`src/rtl/quad_pkg.sv`:
```
// Shared types for the quadrature decoder: the {A,B} phase, step classification
// and the forward-successor relation 00->01->11->10->00.
package quad_pkg;

  typedef logic [1:0] quad_state_t;

  typedef enum logic [1:0] {
    STEP_NONE = 2'd0,
    STEP_FWD  = 2'd1,
    STEP_REV  = 2'd2,
    STEP_ERR  = 2'd3
  } quad_step_t;

  localparam quad_state_t FWD_NEXT_00 = 2'b01;
  localparam quad_state_t FWD_NEXT_01 = 2'b11;
  localparam quad_state_t FWD_NEXT_11 = 2'b10;
  localparam quad_state_t FWD_NEXT_10 = 2'b00;

  // Edges after reset release during which the filters simply track the synchronizers.
  localparam logic [1:0] WARM_EDGES = 2'd3;

  function automatic quad_state_t quad_fwd_next(input quad_state_t s);
    quad_state_t n;
    case (s)
      2'b00:   n = FWD_NEXT_00;
      2'b01:   n = FWD_NEXT_01;
      2'b11:   n = FWD_NEXT_11;
      default: n = FWD_NEXT_10;
    endcase
    return n;
  endfunction

  function automatic quad_step_t quad_classify(input quad_state_t prev, input quad_state_t curr);
    quad_step_t st;
    if (curr == prev)                     st = STEP_NONE;
    else if (curr == quad_fwd_next(prev)) st = STEP_FWD;
    else if (prev == quad_fwd_next(curr)) st = STEP_REV;
    else                                  st = STEP_ERR;
    return st;
  endfunction

endpackage

```
`src/rtl/quad_decoder_debounce.sv`:
```
// One encoder channel: 2-flop synchronizer, then a level is accepted only after it
// has been held filter_cycles_p edges at the synchronizer output.
module debounce #(
  parameter int filter_cycles_p = 4
) (
  input  logic clk_i,
  input  logic reset_i,
  input  logic din_i,
  input  logic load_i,
  output logic sync_o,
  output logic filt_o
);

  localparam int CNT_W = $clog2(filter_cycles_p + 1);
  localparam logic [CNT_W-1:0] CNT_LAST = CNT_W'(filter_cycles_p - 1);

  logic             sync1_q, sync1_d;
  logic             sync2_q, sync2_d;
  logic             filt_q,  filt_d;
  logic [CNT_W-1:0] cnt_q,   cnt_d;

  always_comb begin
    sync1_d = din_i;
    sync2_d = sync1_q;
    filt_d  = filt_q;
    cnt_d   = cnt_q;
    if (load_i) begin
      filt_d = sync2_q;
      cnt_d  = '0;
    end else if (sync2_q == filt_q) begin
      // Also covers a level that toggles back before acceptance.
      cnt_d = '0;
    end else if (cnt_q == CNT_LAST) begin
      filt_d = sync2_q;
      cnt_d  = '0;
    end else begin
      cnt_d = cnt_q + CNT_W'(1);
    end
  end

  always_ff @(posedge clk_i or negedge reset_i) begin
    if (!reset_i) begin
      sync1_q <= 1'b0;
      sync2_q <= 1'b0;
      filt_q  <= 1'b0;
      cnt_q   <= '0;
    end else begin
      sync1_q <= sync1_d;
      sync2_q <= sync2_d;
      filt_q  <= filt_d;
      cnt_q   <= cnt_d;
    end
  end

  assign sync_o = sync2_q;
  assign filt_o = filt_q;

endmodule

```
`src/rtl/quad_decoder.sv`:
```
// Quadrature decoder: debounced A/B phases -> registered up/down/err step pulses.
// Pulse is high in the cycle after edge filter_cycles_p+3 counted from the input change.
module quad_decoder
  import quad_pkg::*;
#(
  parameter int filter_cycles_p = 4
) (
  input  logic       clk_i,
  input  logic       reset_i,
  input  logic       a_i,
  input  logic       b_i,
  output logic       up_o,
  output logic       down_o,
  output logic       err_o,
  output logic [1:0] state_o
);

  logic        a_sync, b_sync;
  logic        a_filt, b_filt;
  logic        warm;
  quad_state_t sync_pair, filt_pair;
  quad_step_t  step;

  logic [1:0]  warm_cnt_q, warm_cnt_d;
  quad_state_t prev_q,     prev_d;
  logic        up_q,       up_d;
  logic        down_q,     down_d;
  logic        err_q,      err_d;

  assign warm = (warm_cnt_q != WARM_EDGES);

  debounce #(.filter_cycles_p(filter_cycles_p)) u_deb_a (
    .clk_i   (clk_i),
    .reset_i (reset_i),
    .din_i   (a_i),
    .load_i  (warm),
    .sync_o  (a_sync),
    .filt_o  (a_filt)
  );

  debounce #(.filter_cycles_p(filter_cycles_p)) u_deb_b (
    .clk_i   (clk_i),
    .reset_i (reset_i),
    .din_i   (b_i),
    .load_i  (warm),
    .sync_o  (b_sync),
    .filt_o  (b_filt)
  );

  assign sync_pair = {a_sync, b_sync};
  assign filt_pair = {a_filt, b_filt};
  assign step      = quad_classify(prev_q, filt_pair);

  always_comb begin
    warm_cnt_d = warm_cnt_q;
    prev_d     = filt_pair;
    up_d       = 1'b0;
    down_d     = 1'b0;
    err_d      = 1'b0;
    if (warm) begin
      // Previous pair follows the value the filters load, so edge 4 sees no change.
      warm_cnt_d = warm_cnt_q + 2'd1;
      prev_d     = sync_pair;
    end else begin
      case (step)
        STEP_FWD: up_d   = 1'b1;
        STEP_REV: down_d = 1'b1;
        STEP_ERR: err_d  = 1'b1;
        default:  ;
      endcase
    end
  end

  always_ff @(posedge clk_i or negedge reset_i) begin
    if (!reset_i) begin
      warm_cnt_q <= 2'd0;
      prev_q     <= 2'b00;
      up_q       <= 1'b0;
      down_q     <= 1'b0;
      err_q      <= 1'b0;
    end else begin
      warm_cnt_q <= warm_cnt_d;
      prev_q     <= prev_d;
      up_q       <= up_d;
      down_q     <= down_d;
      err_q      <= err_d;
    end
  end

  assign up_o    = up_q;
  assign down_o  = down_q;
  assign err_o   = err_q;
  assign state_o = filt_pair;

endmodule

```
`config.mk`:
```
export PLATFORM = sky130hd
export DESIGN_NAME = quad_decoder
export DESIGN_NICKNAME = d
export VERILOG_FILES = /design/src/rtl/quad_pkg.sv /design/src/rtl/quad_decoder_debounce.sv /design/src/rtl/quad_decoder.sv
export SDC_FILE = /design/constraint.sdc
export NUM_CORES = 1
export LEC_CHECK = 0
export ABC_AREA = 1
export CORE_UTILIZATION = 44
export DETAILED_ROUTE_END_ITERATION = 6
export HOLD_SLACK_MARGIN = 0.02
export PLACE_DENSITY = 0.74
export SLEW_MARGIN = 15
export SYNTH_ARGS = -nofsm -noshare
export SYNTH_HDL_FRONTEND = slang
export SYNTH_SLANG_ARGS = --single-unit
```
`constraint.sdc`:
```
create_clock -name clk_i -period 1.1 [get_ports clk_i]
set_input_delay 0.275 -clock clk_i [delete_from_list [all_inputs] [get_ports clk_i]]
set_output_delay 0.275 -clock clk_i [all_outputs]
set_load 0.02 [all_outputs]
```
==> impl_results.md <==
- Worst setup margin: -0.00540 ns
- Minimum clock period: 1.11 ns
- DRT Pass-1 Iters: 4
- R2r endpoint: warm_cnt_q[0]$_DFFE_PN0N_
- Core area: 1730 um^2
- WL per Instance: 8.97 um
- Worst-path cell chain: buf_6
- Die Ht: 45.1 um
- Seq. cell area: 475 um^2
- Register bit count reported by yosys: 19
- Die area: 2030 um^2
- R2R depth: 3
- Final Skew: 0.000783 ns
- Number of global-route vias before repair: 508
- CP Buf/Inv Count: 1
- Gate count after technology mapping: 95
- Tcrit/Tclk final: 1.00
- Startpoint types: register
- H-Tree Depth: 1
- Worst-path clk slew: 0.10 ns
- Total Routing Usage GR: 0.133
- Initial antenna violation count: 0
- Pin count of the biggest net entering global routing: 20
- Warning count from the yosys run: 0
- XOR/XNOR share of the synthesized area: 0.0107
- Lkg Pwr: 0.000554 uW
- Via count: 613
- Cts repair resizes: 23
- Crit. End Element: output pin
- DP HPWL: 921 um
- RSZ-0062 raised after global routing: yes
- Initial Util: 0.473
- Ant. Diodes: 0
- DRC: 0
- Hold WS: 0.317 ns
- Root buf cell: clkbuf_4
- Synth Area in Simple Gates: 0.248
- Main combinational cell family by area after synthesis: simple AND/OR/NAND/NOR gates
- Cts bufs inserted: 3
- Total routed wirelength: 1210 um
- CP Data Required Time: 0.82 ns
- Clk_lat worst skew: 0.28 ns
- Area growth syn-to-layout: 23.3%
- Cell family with most CP delay: flip-flops
- Post-CTS setup buffers: 0
- Multi-input logic area: 285 um^2
- Synth Cell Area: 817 um^2
- Syn_nets: 102
- CTS tree: done
- Post-synthesis compound-gate area fraction: 0.0306
- Routed Antenna Nets: 0
- Crit path kind: register to output pin
- CTS Sinks: 19
- Global placement routability congestion: 0.789
- Mux cell area share after synthesis: 0
- Failing checks: negative setup slack
- Via-to-Cell Ratio: 4.54
- Hold_buf cts: 0
- Slew Limit Fails: 0
- Adder-Cell Fraction of Synth Area: 0.0459
- Register area share after synthesis: 0.582
- Peak supply drop: 1.05 mV
- Crit path DAT: 0.83 ns
- FF-to-FF setup slack: 0.08 ns
- Pwr Density: 2360 nW/um^2
- Post-Place Setup Slack: -0.107 ns
- Layout cells sized above 1: 0.200
- Nets: 118
- Status: complete, but fails checks
- Fillers: 157
- Die Width: 45.1 um
- Slew of the pin with the lowest slew margin: 0.139 ns
- R2R Path Start: warm_cnt_q[0]$_DFFE_PN0N_
- Initial drt markers: 7
- Number of distinct library cells after synthesis: 12
- CTS max path bufs: 2
- IO Count: 9
- Type of the tightest min-delay check: input pin to asynchronous set/reset pin
- Port bufs: 8
- Worst path max stage delay: 0.41 ns
- Crit path max-delay cell type: dfrtp_1
- First-pass GRT wire length: 1920 um
- Max cap viols: 0
- Syn_area_per_cell: 8.60 um^2
- # rows: 15
- Grt total ovfl: 0
- Final setup vio count: 1
- Relative slew slack: 0.907
- CP Max Fanout: 2
- Fin. Hold Viols: 0
- F_max: 0.905 GHz
## cell type report
cell class / count / area share
Clock buffer: 3 / 0.0224
Inverter: 11 / 0.0435
Tap cell: 25 / 0.0311
Timing Repair Buffer: 14 / 0.143
Sequential cell: 19 / 0.472
Clock inverter: 1 / 0.00497
Multi-Input combinational cell: 62 / 0.283
## layout by cell type, fill, tap and decap left out
master and count:
buf_12 1, buf_4 5, buf_6 5, clkbuf_4 3, clkdlybuf4s50_1 3, clkinv_2 1
dfrtp_1 19, ha_1 2, ha_2 1, inv_1 8, inv_2 2, inv_4 1
nand2_1 39, nand2_2 2, nand3_1 2, nor2_1 9, nor3_1 1, o21ai_0 2
o21ai_1 2, o21ai_2 1, xnor2_1 1
## cells in the mapped netlist
library cell,instances,area [um^2]
nand2_1,41,154
dfrtp_1,19,475
inv_1,9,33.8
nor2_1,9,33.8
o21ai_0,5,25.0
ha_1,3,37.5
buf_4,2,15.0
inv_2,2,7.51
nand3_1,2,10.0
buf_6,1,11.3
nor3_1,1,5.00
xnor2_1,1,8.76
## state kept, by name (all words and copies together), names as in the netlist
register / cells
u_deb_a.sync_o: 1
warm_cnt_q: 2
u_deb_a.filt_o: 1
u_deb_b.sync1_q: 1
u_deb_a.sync1_q: 1
err_o: 1
down_o: 1
u_deb_a.cnt_q: 3
u_deb_b.filt_o: 1
up_o: 1
u_deb_b.cnt_q: 3
prev_q: 2
u_deb_b.sync_o: 1
## per-stage QoR
stage	TNS, ns	cell area, um^2	power [uW]	util	cells
floorplan	0	817	1680	-	95
finish	-0.00540	1010	2370	0.583	135
detailed placement	-0.402	960	2000	0.556	131
CTS	-0.0240	968	2290	0.561	135
global placement	-0.355	960	1950	0.556	131
global route	-0.0964	1010	2560	0.583	135
## logic make-up (layout without fill, tap and decap cells)
family,after synthesis,count (layout)
flip-flops,19,19
AO/OA/AOI/OAI,5,5
buffers and inverters,14,29
AND/OR/NAND/NOR,53,53
adder cells (fa/ha/maj),3,3
XOR/XNOR,1,1
## worst max path at each step
stage	startpoint	to	cells past startpoint	slack [ns]
after floorplan	u_deb_b.cnt_q[0]$_DFF_PN0_	u_deb_b.filt_o$_DFFE_PN0P_	6	0.09
after global placement	u_deb_b.filt_o$_DFFE_PN0P_	state_o[0]	1	-0.09
after detailed placement	u_deb_a.filt_o$_DFFE_PN0P_	state_o[1]	1	-0.11
after CTS	u_deb_a.filt_o$_DFFE_PN0P_	state_o[1]	1	-0.02
after global routing	u_deb_a.filt_o$_DFFE_PN0P_	state_o[1]	1	-0.06
final	u_deb_a.filt_o$_DFFE_PN0P_	state_o[1]	1	-0.005
## where the power goes
group / internal (uW) / switching, uW
Sequential: 885 / 111
Clock: 135 / 199
Combinational: 450 / 593
## metal layers
metal | GRT usage | share of wire | vias to the layer above
met5 | 0 | 0 | -
met4 | 0.0667 | 0.0091 | 0
met3 | 0.0440 | 0.035 | 2
met2 | 0.214 | 0.50 | 9
met1 | 0.157 | 0.46 | 286
li1 | - | - | 316
Note: power is estimated with default switching activity, not from simulation.
